File: src/rtl/audio_pkg.sv
// Shared types and constants for the audio channel scheduler slice.
package audio_pkg;

   localparam int unsigned DW_DEFAULT = 16;
   localparam int unsigned CNT_W      = 8;

   typedef enum logic [2:0] {
      S_IDLE,
      S_REQ_L,
      S_WAIT_L,
      S_REQ_R,
      S_WAIT_R,
      S_COMMIT
   } state_e;

endpackage

File: src/rtl/audio_channel_scheduler_if.sv
// Valid/ready request plus done-pulse link between the scheduler and the denoise engine.
interface audio_channel_scheduler_if
   import audio_pkg::*;
#(
   parameter int unsigned DW = DW_DEFAULT
);
   logic          eng_req;
   logic          eng_ch;
   logic [DW-1:0] eng_din;
   logic          eng_ready;
   logic          eng_done;
   logic [DW-1:0] eng_dout;

   modport master (
      output eng_req, eng_ch, eng_din,
      input  eng_ready, eng_done, eng_dout
   );

   modport slave (
      input  eng_req, eng_ch, eng_din,
      output eng_ready, eng_done, eng_dout
   );
endinterface

File: src/rtl/sat_counter.sv
// Saturating event counter; a clear in the same cycle as an increment wins.
module sat_counter
   import audio_pkg::*;
(
   input  logic             clk,
   input  logic             rst,
   input  logic             inc,
   input  logic             clr,
   output logic [CNT_W-1:0] cnt
);

   always_ff @(posedge clk) begin
      if (rst || clr) begin
         cnt <= '0;
      end else if (inc && (cnt != '1)) begin
         cnt <= cnt + CNT_W'(1);
      end
   end

endmodule

File: src/rtl/audio_channel_scheduler.sv
// Captures stereo frames, time-shares the denoise engine between L and R with a
// per-channel cycle budget, and commits held samples to the I2S transmitter.
module audio_channel_scheduler
   import audio_pkg::*;
#(
   parameter int unsigned DW      = DW_DEFAULT,
   parameter int unsigned TIMEOUT = 24
) (
   input  logic                      bclk,
   input  logic                      rst,
   input  logic                      rx_done,
   input  logic [DW-1:0]             rx_l_data,
   input  logic [DW-1:0]             rx_r_data,
   input  logic                      bypass,
   input  logic                      mute,
   audio_channel_scheduler_if.master eng,
   output logic [DW-1:0]             tx_l_data,
   output logic [DW-1:0]             tx_r_data,
   output logic                      frame_ok,
   output logic [CNT_W-1:0]          timeout_cnt,
   output logic [CNT_W-1:0]          overrun_cnt,
   input  logic                      err_clr
);

   localparam int unsigned   TW       = 8;
   localparam logic [TW-1:0] TMO_LAST = TW'(TIMEOUT - 1);

   state_e        state, state_d;
   logic [DW-1:0] cap_l, cap_r, res_l, res_r;
   logic [DW-1:0] cap_l_d, cap_r_d, res_l_d, res_r_d;
   logic [TW-1:0] timer, timer_d;
   logic          req_q, req_d, ch_q, ch_d;
   logic [DW-1:0] din_q, din_d;
   logic [DW-1:0] tx_l_d, tx_r_d;
   logic          frame_ok_d;
   logic          tmo_inc_c, ovr_inc_c;
   logic          chan_r_c, expire_c, finish_c;
   logic [DW-1:0] cap_x_c, res_x_c;

   assign eng.eng_req = req_q;
   assign eng.eng_ch  = ch_q;
   assign eng.eng_din = din_q;

   // Any frame arriving while a frame is in flight is dropped.
   assign ovr_inc_c = rx_done && (state != S_IDLE);

   // Next-state and next-output logic; L and R share the request/wait handling.
   always_comb begin
      state_d    = state;
      cap_l_d    = cap_l;
      cap_r_d    = cap_r;
      res_l_d    = res_l;
      res_r_d    = res_r;
      timer_d    = timer;
      req_d      = 1'b0;
      ch_d       = ch_q;
      din_d      = din_q;
      tx_l_d     = tx_l_data;
      tx_r_d     = tx_r_data;
      frame_ok_d = 1'b0;
      tmo_inc_c  = 1'b0;
      finish_c   = 1'b0;
      chan_r_c   = (state == S_REQ_R) || (state == S_WAIT_R);
      cap_x_c    = chan_r_c ? cap_r : cap_l;
      res_x_c    = cap_x_c;
      expire_c   = (timer == TMO_LAST);

      case (state)
         S_IDLE: begin
            if (rx_done) begin
               cap_l_d = rx_l_data;
               cap_r_d = rx_r_data;
               timer_d = '0;
               if (bypass) begin
                  res_l_d = rx_l_data;
                  res_r_d = rx_r_data;
                  state_d = S_COMMIT;
               end else begin
                  state_d = S_REQ_L;
               end
            end
         end
         S_REQ_L, S_REQ_R: begin
            timer_d = timer + TW'(1);
            ch_d    = chan_r_c;
            din_d   = cap_x_c;
            if (expire_c) begin
               finish_c  = 1'b1;
               tmo_inc_c = 1'b1;
            end else if (req_q && eng.eng_ready) begin
               state_d = chan_r_c ? S_WAIT_R : S_WAIT_L;
            end else begin
               req_d = 1'b1;
            end
         end
         S_WAIT_L, S_WAIT_R: begin
            timer_d = timer + TW'(1);
            if (eng.eng_done) begin
               finish_c = 1'b1;
               res_x_c  = eng.eng_dout;
            end else if (expire_c) begin
               finish_c  = 1'b1;
               tmo_inc_c = 1'b1;
            end
         end
         S_COMMIT: begin
            tx_l_d     = mute ? '0 : res_l;
            tx_r_d     = mute ? '0 : res_r;
            frame_ok_d = 1'b1;
            state_d    = S_IDLE;
         end
         default: state_d = S_IDLE;
      endcase

      // Channel finished (done or passthrough): store result and advance.
      if (finish_c) begin
         timer_d = '0;
         if (chan_r_c) begin
            res_r_d = res_x_c;
            state_d = S_COMMIT;
         end else begin
            res_l_d = res_x_c;
            state_d = S_REQ_R;
         end
      end
   end

   always_ff @(posedge bclk) begin
      if (rst) begin
         state     <= S_IDLE;
         cap_l     <= '0;
         cap_r     <= '0;
         res_l     <= '0;
         res_r     <= '0;
         timer     <= '0;
         req_q     <= 1'b0;
         ch_q      <= 1'b0;
         din_q     <= '0;
         tx_l_data <= '0;
         tx_r_data <= '0;
         frame_ok  <= 1'b0;
      end else begin
         state     <= state_d;
         cap_l     <= cap_l_d;
         cap_r     <= cap_r_d;
         res_l     <= res_l_d;
         res_r     <= res_r_d;
         timer     <= timer_d;
         req_q     <= req_d;
         ch_q      <= ch_d;
         din_q     <= din_d;
         tx_l_data <= tx_l_d;
         tx_r_data <= tx_r_d;
         frame_ok  <= frame_ok_d;
      end
   end

   sat_counter u_timeout_cnt (
      .clk (bclk),
      .rst (rst),
      .inc (tmo_inc_c),
      .clr (err_clr),
      .cnt (timeout_cnt)
   );

   sat_counter u_overrun_cnt (
      .clk (bclk),
      .rst (rst),
      .inc (ovr_inc_c),
      .clr (err_clr),
      .cnt (overrun_cnt)
   );

endmodule

File: src/flat_wrapper.sv
// flat-port wrapper written by rule: the top's interface ports become plain ports
module audio_channel_scheduler_flat import audio_pkg::*;
#(
   parameter int unsigned DW      = DW_DEFAULT,
   parameter int unsigned TIMEOUT = 24
)
  (bclk, rst, rx_done, rx_l_data, rx_r_data, bypass, mute, tx_l_data, tx_r_data, frame_ok, timeout_cnt, overrun_cnt, err_clr, eng_eng_req, eng_eng_ch, eng_eng_din, eng_eng_ready, eng_eng_done, eng_eng_dout);
  audio_channel_scheduler_if #(.DW(DW)) eng_i ();
  input  logic bclk;
  input  logic rst;
  input  logic rx_done;
  input  logic [DW-1:0] rx_l_data;
  input  logic [DW-1:0] rx_r_data;
  input  logic bypass;
  input  logic mute;
  output logic [DW-1:0] tx_l_data;
  output logic [DW-1:0] tx_r_data;
  output logic frame_ok;
  output logic [CNT_W-1:0] timeout_cnt;
  output logic [CNT_W-1:0] overrun_cnt;
  input  logic err_clr;
  output wire logic [$bits(eng_i.eng_req)-1:0] eng_eng_req;
  output wire logic [$bits(eng_i.eng_ch)-1:0] eng_eng_ch;
  output wire logic [$bits(eng_i.eng_din)-1:0] eng_eng_din;
  input wire logic [$bits(eng_i.eng_ready)-1:0] eng_eng_ready;
  input wire logic [$bits(eng_i.eng_done)-1:0] eng_eng_done;
  input wire logic [$bits(eng_i.eng_dout)-1:0] eng_eng_dout;
  assign eng_eng_req = eng_i.eng_req;
  assign eng_eng_ch = eng_i.eng_ch;
  assign eng_eng_din = eng_i.eng_din;
  assign eng_i.eng_ready = eng_eng_ready;
  assign eng_i.eng_done = eng_eng_done;
  assign eng_i.eng_dout = eng_eng_dout;
  audio_channel_scheduler #(.DW(DW), .TIMEOUT(TIMEOUT)) u_core (.bclk(bclk), .rst(rst), .rx_done(rx_done), .rx_l_data(rx_l_data), .rx_r_data(rx_r_data), .bypass(bypass), .mute(mute), .eng(eng_i), .tx_l_data(tx_l_data), .tx_r_data(tx_r_data), .frame_ok(frame_ok), .timeout_cnt(timeout_cnt), .overrun_cnt(overrun_cnt), .err_clr(err_clr));
endmodule
File: config.mk
export PLATFORM = sky130hd
export DESIGN_NAME = audio_channel_scheduler_flat
export DESIGN_NICKNAME = d
export VERILOG_FILES = /design/src/rtl/audio_pkg.sv /design/src/rtl/audio_channel_scheduler_if.sv /design/src/rtl/sat_counter.sv /design/src/rtl/audio_channel_scheduler.sv /design/src/flat_wrapper.sv
export SDC_FILE = /design/constraint.sdc
export NUM_CORES = 1
export LEC_CHECK = 0
export CAP_MARGIN = 20
export CORE_MARGIN = 5
export CORE_UTILIZATION = 47
export CTS_CLUSTER_SIZE = 14
export DETAILED_ROUTE_END_ITERATION = 12
export PLACE_DENSITY = 0.76
export SYNTH_ARGS = -nofsm -noshare
export SYNTH_HDL_FRONTEND = slang
export SYNTH_SLANG_ARGS = --single-unit
File: constraint.sdc
create_clock -name bclk -period 1.9 [get_ports bclk]
set_input_delay 0.38 -clock bclk [delete_from_list [all_inputs] [get_ports bclk]]
set_output_delay 0.38 -clock bclk [all_outputs]
set_load 0.01 [all_outputs]
[Word level (Yosys, flattened, before mapping)]
Cells that the tools add are included.
Cells by class
  div/mod/pow operators: 0
  $mul: 0
  reductions and logical operators: 17
  equal/unequal tests: 13
  shift operators: 0
  bitwise logic cells: 1
  magnitude comparators: 0
  add/subtract/negate cells: 3
  multiplexer cells: 32
Operators with widths (number)
  $mux 16: 15
  $add 8x1->8 const B: 3
  $mux 3: 7
  $ne 8x8->1 const B: 2
  $pmux 8 s2: 1
  $pmux 3 s3: 1
  $eq 8x5->1 const B: 1
  $mux 8: 1
  $eq 3x2->1 const B: 2
  $eq 3x3->1 const B: 2
  $reduce_or 2->1: 3
  $mux 1: 5
  $logic_and 1x1->1: 4
  $pmux 1 s2: 2
  $reduce_and 2->1: 2
  $reduce_and 4->1: 1
  $reduce_or 4->1: 1
  $eq 3x1->1 const B: 1
  $logic_not 3->1: 1
  $ne 3x1->1 const B: 1
  $ne 3x2->1 const B: 1
  $ne 3x3->1 const B: 1
  $reduce_bool 3->1: 1
  $reduce_or 3->1: 1
  other kinds (5): 6
Word-level totals
  input bits: 56
  word-level logic and storage cells: 80
  bits in writable memories: 0
  output and inout bits: 67
  register bits after elaboration: 142
  memory bits (read-only): 0
  latch bits: 0
  memories kept: 0

[Logic depth before layout (Yosys ltp)]
Gate-level depths: netlist (run 1).
  depth after elaboration: 7
  mapped depth: 9

[Cells and area by module]
From an unflattened synthesis (run 1), not the netlist that was laid out.
Second synthesis, totals
  cells, all modules: 779
  area, all modules: 6786.5 sq um
Modules (own cells, without submodules)
  audio_channel_scheduler: area an instance 5943.2 sq um, times used 1, cells each 683, sequential area each 2522.4 sq um
  sat_counter: area an instance 421.7 sq um, times used 2, cells each 48, sequential area each 160.2 sq um

[Worst setup path after synthesis (run 1)]
OpenSTA, ideal clock, no wires.
  path kind: register to register
  from: reg u_core.timer[0]
  to: reg u_core.u_timeout_cnt.cnt[6]
  arrival time: 1.781 ns
  required time: 1.829 ns
  library setup time: 0.071 ns
  path buffers: 1
  path slack: 0.049 ns
  cell stages (with the launch flop): 8
  path through: dfxtp_1 ha_1 nor4b_1 and4b_2 o211ai_4 buf_6 or3_1 a21oi_1
On the way
  cells in the longest elaborated chain, start to end: 5
Ends and longest elaborated chain
  start: declaration: line audio_channel_scheduler.sv:31  | logic [TW-1:0] timer, timer_d;
  start signal: assignment: line audio_channel_scheduler.sv:148  | timer <= timer_d;
  $eq 8x5->1 *: line audio_channel_scheduler.sv:66  | expire_c = (timer == TMO_LAST);
  $mux 1 *: line audio_channel_scheduler.sv:87, audio_channel_scheduler.sv:101
  $mux 1: line audio_channel_scheduler.sv:98  | if (eng.eng_done) begin
  $pmux 1 s2 *: line audio_channel_scheduler.sv:68  | case (state)
  $logic_and 1x1->1 *: line sat_counter.sv:15  | end else if (inc && (cnt != '1)) begin
  end signal: assignment: line sat_counter.sv:16  | cnt <= cnt + CNT_W'(1);
  end: declaration: line sat_counter.sv:9  | output logic [CNT_W-1:0] cnt
Mark *: on every way between the ends. The rest lies on a longest branch, timed or not.
A chain may end at the register's enable or synchronous reset.

[Worst setup path after layout (run 1)]
  from: reg u_core.state[2]
  to: reg u_core.res_l[14]
On the way
  cells in the longest elaborated chain, start to end: 7
  elaborated cells between the ends (all ways): 15
  classes of those cells: eq/ne (4); mux (7); reduce/logical (4)
Ends and longest elaborated chain
  start: declaration: line audio_channel_scheduler.sv:28  | state_e state, state_d;
  start signal: assignment: line audio_channel_scheduler.sv:143  | state <= state_d;
  $eq 3x2->1 / $eq 3x3->1 (equally long branches): line audio_channel_scheduler.sv:63, audio_channel_scheduler.sv:68
  $logic_or 1x1->1: line audio_channel_scheduler.sv:63  | chan_r_c = (state == S_REQ_R) || (state == S_WAIT_R);
  $mux 16: line audio_channel_scheduler.sv:64  | cap_x_c = chan_r_c ? cap_r : cap_l;
  $mux 16: line audio_channel_scheduler.sv:98
  $mux 16: line audio_channel_scheduler.sv:68
  $mux 16: line audio_channel_scheduler.sv:118  | if (chan_r_c) begin
  $mux 16 *: line audio_channel_scheduler.sv:116  | if (finish_c) begin
  end signal: assignment: line audio_channel_scheduler.sv:146  | res_l <= res_l_d;
  end: declaration: line audio_channel_scheduler.sv:29  | logic [DW-1:0] cap_l, cap_r, res_l, res_r;
Marked as above.

==> metrics.csv, run 1 <==
stage,metric,value,unit
clock_tree,clock_sinks,142,
yosys,avgSynthCellArea,9.26,um^2
power,cellInternalPower,5830,uW
power,power.share.clock,0.355,
die,floorplan.initialDensity,0.481,
timing,finalSetupTns,-53.9,ps
die,core_area,12700,um^2
status,violations,negative setup slack,
yosys,synth_mux_area_frac,0.0789,
yosys,synth-edff-count,0,
drt,wl,20500,um
die,io_pins,123,
yosys,synth_top_family_by_area,compound AO/OA/AOI/OAI gates,
yosys,synth.distinct_cells,53,
placed_design,post-place-cells,946,
timing,hold_viol,0,
yosys,synth_ff_type,dfxtp_1,
power,p_leak,0.00323,uW
clock_tree,path_clk_slew,60,ps
timing,fmaxAchievable,515,MHz
critical_path,crit_path_start_kind,flip-flop,
power,p_sw_frac,0.287,
timing,fin_skew,6.01,ps
layout,stdcell_count,997,
grt,grt_pass1_vias,5407,
layout,drive_gt1_frac,0.199,
placed_design,place_hpwl,13300,um
power,combPwrFrac,0.228,
clock_tree,cts_root_buf,clkbuf_16,
die,die_area,15400,um^2
layout,fin_util,0.701,
critical_path,end_kind,flip-flop,
grt,grt_use_total,0.244,
power,powerDensity,916,nW/um^2
drt,wl_per_cell,20.6,um
die,die_w,124,um
clock_tree,cts_tree,built,
yosys,synthAdderAreaFrac,0.00613,
die,num_rows,41,
critical_path,cp_max_fo,8,
timing,fin_crit,1940,ps
timing,rsz0062_at_grt,yes,
yosys,synth_xor_area_frac,0.0172,
timing,finalCritPeriodShare,1.02,
clock_tree,hold_buffers,0,
critical_path,crit_arrival,2220,ps
drt,first_iter_violations,473,
power,p_seq_frac,0.417,
placed_design,place.port_buffers,122,
clock_tree,clock_path_buffers,2,
worst_hold_path,hp-class,in -> reg,
timing,layout_setup_ws,-42.8,ps
status,outcome,"finished, violations left",
timing,slew_headroom,0.719,
critical_path,crit_type,reg -> reg,
clock_tree,numCtsBuffers,17,
yosys,ys_seq_area_frac,0.464,
yosys,ys_warn_count,0,
drt,via_per_inst,5.90,
layout,diodes,0,
placed_design,gp_congestion,0.884,
timing,tightestPinTransition,415,ps
critical_path,required,2180,ps
layout,nets,875,
power,vdd_drop_max,584,uV
grt,grt_max_degree,94,
run,cap_violations,0,
yosys,synth-seq-cells,142,
drt,first_pass_iters,6,
yosys,synth_compound_area_frac,0.215,
timing,drv_slew,0,
grt,grt-ovfl-total,0,
clock_tree,h-tree-depth,4,
yosys,synthArstFlopShare,0,
die,die_y,124,um
yosys,netlist_area,6120,um^2
clock_tree,clk_latency,410,ps
grt,antenna_found_initial,0,
grt,grt_pass1_wl,29100,um
drt,ant_nets,0,
timing,setup_viol,2,
yosys,syn-num-nets,720,
yosys,syn_inst,661,
power,p_switching,2350,uW
drt,drc,0,
layout,syn_to_final_growth,45.7,%
drt,vias,5887,
yosys,synth-simple-area-share,0.166,
-- flip-flops by register name, indices dropped and copies added (netlist names), 3 cells and up --
| register | flops |
|---|---|
| u_core.cap_l | 16 |
| u_core.cap_r | 16 |
| u_core.eng.eng_din | 16 |
| u_core.res_l | 16 |
| u_core.res_r | 16 |
| u_core.tx_l_data | 16 |
| u_core.tx_r_data | 16 |
| u_core.timer | 8 |
| u_core.u_overrun_cnt.cnt | 8 |
| u_core.u_timeout_cnt.cnt | 8 |
| u_core.state | 3 |
-- power by group through the flow --
stage          Clock, uW  Combinational (uW)  Sequential, uW
6_report            2900                1860            3410
4_1_cts             2920                1510            3380
5_1_grt             3080                1970            3430
3_3_place_gp           0                1440            3430
3_5_place_dp           0                1470            3440
2_1_floorplan          0                 844            3400
-- through the flow --
stage	hold WS (ps)	worst slack (ps)	total power (uW)	instance area [um^2]
2_1_floorplan	442	48.6	4240	6120
3_3_place_gp	454	-123	4880	7790
3_5_place_dp	456	-231	4910	7790
4_1_cts	225	6.93	7810	8350
5_1_grt	234	-122	8480	8920
6_report	237	-42.8	8170	8920
-- Yosys cell counts (all sizes together), types with 2 or more instances --
master    n  area [um^2]
clkbuf   33          124
mux2i    46          460
or2       2         12.5
a31oi     2         12.5
a21oi    46          230
buf      26          174
nand4     4         25.0
nand4b    4         35.0
xor2      9         78.8
or3       6         37.5
and4      2         17.5
and3     30          188
a211oi   76          571
a22o     32          280
xnor2     3         26.3
a311oi    5         43.8
ha        3         37.5
nor4      6         37.5
nor4b     2         23.8
o221ai    4         35.0
nor2     38          150
nor3      9         56.3
o21ai     8         40.0
inv       7         26.3
nand3    12         60.1
o21a      2         15.0
dfxtp   142         2840
nand2    85          319
mux2      2         22.5
-- kinds of logic after synthesis --
| group | Yosys count |
|---|---|
| AO/OA/AOI/OAI | 183 |
| XOR/XNOR | 12 |
| adder cells (fa/ha/maj) | 3 |
| buffers and inverters | 66 |
| flip-flops | 142 |
| multiplexers | 48 |
| AND/OR/NAND/NOR | 207 |
-- area by class of cell --
| cell class | count | area, um^2 |
|---|---|---|
| Clock buffer | 20 | 457 |
| Clock inverter | 8 | 46.3 |
| Fill cell | 991 | 3800 |
| Inverter | 7 | 26.3 |
| Multi-Input combinational cell | 454 | 3250 |
| Sequential cell | 142 | 2850 |
| Tap cell | 172 | 215 |
| Timing Repair Buffer | 194 | 2070 |
-- timing repair --
action | in CTS | in global routing
gates cloned | 0 | 10
setup endpoints to repair | 52 | 52
resized for setup | 9 | 56
buffers inserted | 2 | 11
pin swaps | 3 | 20
-- metal layers --
metal,wire length (um),vias to the layer above,GRT usage
met5,0,-,0
met4,384,0,0.0794
met3,1760,35,0.0409
met2,9440,302,0.373
met1,8940,2810,0.352
li1,-,2740,-
-- final timing paths --
path / cells after the start / from / slack [ps] / endpoint
max: 8 / u_core.state[2] / -40 / u_core.res_l[14]
min: 2 / rst / 240 / u_core.frame_ok
max reg2reg: 8 / u_core.state[2] / -40 / u_core.res_l[14]
min reg2reg: 1 / u_core.tx_r_data[10] / 480 / u_core.tx_r_data[10]
-- worst max-delay path, cell delays in order, from the launching register on --
cell and delay (ps):
dfxtp_4 350, buf_6 110, nor3_4 290, and2_4 270
buf_12 120, nand2_8 80, buf_12 180, a211oi_1 300
a211oi_1 100
-- cell usage in the layout (no fill, tap or decap), types with 3 or more instances in the layout --
cell type        synthesis  routed
clkdlybuf4s50_1          0     121
nand4b_1                 4       4
mux2i_1                 46      42
dfxtp_2                  0       4
mux2i_2                  0       4
nand4_1                  4       4
or3_1                    6       5
a211oi_2                 0      25
nand3_1                 12      12
xor2_1                   9       9
dfxtp_1                142     137
a21oi_2                  0       3
o21ai_0                  6       6
nand2_1                 85      84
buf_12                   0      14
nor2_1                  37      36
a311oi_1                 5       4
nor4_1                   6       6
a21oi_1                 46      43
a211oi_1                76      49
clkinv_2                 0       6
and3_1                  30      27
a22o_1                  32      32
nor3_1                   8       7
buf_4                    4      48
xnor2_1                  3       3
inv_1                    6       6
o221ai_1                 4       4
clkbuf_16                0      24
Note: power is estimated with default switching activity, not from simulation.
==> inputs of run 2 (changes only) <==
--- a/config.mk
+++ b/config.mk
@@ -8,7 +8,6 @@
 export CAP_MARGIN = 20
 export CORE_MARGIN = 5
 export CORE_UTILIZATION = 47
-export CTS_CLUSTER_SIZE = 14
 export DETAILED_ROUTE_END_ITERATION = 12
 export PLACE_DENSITY = 0.76
 export SYNTH_ARGS = -nofsm -noshare
==> results of run 2 <==
Same layout as run 1: the final DEF is identical, and so are final timing and power.
==> inputs of run 3 (changes only) <==
==> constraint.sdc (replaced) <==
create_clock -name bclk -period 1.9 [get_ports bclk]
set_input_delay 0.285 -clock bclk [delete_from_list [all_inputs] [get_ports bclk]]
set_output_delay 0.285 -clock bclk [all_outputs]
set_load 0.01 [all_outputs]
==> metrics.csv, run 3 (same netlist as run 1, synthesis figures left out) <==
stage,metric,value,unit
worst_hold_path,hp-class,in -> reg,
drt,vias,5721,
clock_tree,clock_path_buffers,2,
grt,grt-ovfl-total,0,
placed_design,dpl_worst_slack,-175,ps
layout,drive_gt1_frac,0.156,
grt,grt_use_total,0.250,
drt,via_per_inst,5.79,
die,floorplan.initialDensity,0.481,
placed_design,gp_congestion,0.849,
critical_path,cp_max_fo,6,
timing,setup_viol,0,
clock_tree,path_clk_slew,60,ps
timing,fin_skew,5.36,ps
drt,wl_per_cell,19.7,um
drt,first_iter_violations,591,
layout,final_common_cell,dfxtp_1,
clock_tree,h-tree-depth,4,
clock_tree,cts_root_buf,clkbuf_16,
timing,finalCritPeriodShare,0.978,
layout,fin_util,0.681,
timing,slew_headroom,0.735,
layout,stdcell_count,988,
die,io_pins,123,
die,die_y,124,um
die,core_area,12700,um^2
clock_tree,cts_tree,built,
clock_tree,clk_latency,420,ps
die,die_w,124,um
die,num_rows,41,
layout,diodes,0,
layout,nets,862,
drt,wl,19400,um
timing,fin_crit,1860,ps
grt,grt_pass1_wl,29400,um
power,vdd_drop_max,689,uV
drt,first_pass_iters,5,
run,cap_violations,0,
clock_tree,numCtsBuffers,17,
placed_design,place.port_buffers,122,
critical_path,required,2250,ps
drt,drc,0,
layout,final_cell_area,8660,um^2
critical_path,crit_type,reg -> reg,
grt,antenna_found_initial,0,
grt,grt_max_degree,94,
power,p_leak,0.00313,uW
timing,tightestPinTransition,387,ps
placed_design,post-place-cells,940,
placed_design,place_hpwl,13000,um
layout,syn_to_final_growth,41.5,%
status,outcome,"finished, final reports clean",
critical_path,crit_path_start_kind,flip-flop,
placed_design,place_area,7740,um^2
timing,hold_viol,0,
critical_path,end_kind,flip-flop,
timing,layout_setup_ws,42.2,ps
timing,rsz0062_at_grt,yes,
layout,layout_common_cells,"dfxtp_1 (138), clkdlybuf4s50_1 (121), nand2_1 (85)",
timing,fmaxAchievable,538,MHz
grt,grt_pass1_vias,5429,
die,die_area,15400,um^2
critical_path,crit_arrival,2210,ps
clock_tree,clock_sinks,142,
power,powerDensity,973,nW/um^2
timing,drv_slew,0,
drt,ant_nets,0,
-- run 3: path summary, 6_finish.rpt --
kind,endpoint,slack [ps],from,depth (start not counted)
worst max-delay path,u_core.u_timeout_cnt.cnt[5],40,u_core.timer[0],7
worst min-delay path,u_core.frame_ok,140,rst,2
worst max register to register,u_core.u_timeout_cnt.cnt[5],40,u_core.timer[0],7
worst min register to register,u_core.cap_l[14],470,u_core.cap_l[14],2
-- run 3: layer usage --
metal	track usage	wire, um	vias to the layer above	share of wire
met1	0.353	8690	2742	0.45
li1	-	-	2733	-
met4	0.0801	374	0	0.019
met5	0	0	-	0
met2	0.381	8970	215	0.46
met3	0.0518	1410	31	0.072
-- run 3: area by class of cell --
| class | instances | area [um^2] |
|---|---|---|
| fillers | 1047 | 4060 |
| multi-input cells | 457 | 3120 |
| flip-flops and latches | 142 | 2850 |
| repair buffers | 178 | 1830 |
| clock buffers | 20 | 457 |
| well taps | 172 | 215 |
| clock inverters | 12 | 163 |
| inverters | 7 | 26.3 |
-- run 3: stage by stage --
stage	total power [uW]	hold WS, ps	setup TNS [ps]
floorplan	4240	421	0
global placement	4860	454	-2680
detailed placement	4900	460	-4610
CTS	8360	128	0
global route	8760	140	-237
finish	8430	136	0
-- run 3: power breakdown --
group / internal, uW / switching (uW)
Combinational: 766 / 841
Sequential: 3200 / 185
Clock: 2140 / 1290
Total: 6110 / 2320
-- run 3: timing repair --
item,4_1_cts,5_1_grt
endpoints found under the setup margin,56,44
resized for setup,14,16
buffers inserted,3,7
hold buffers,0,0
cloned,3,3
pin swaps,4,18
-- run 3: critical path: stages (launching register included) --
cell and delay [ps]:
dfxtp_2 360, ha_4 150, nor4b_4 220, and4b_2 330, buf_12 140, o211ai_4 100
or3_1 350, a21oi_1 140
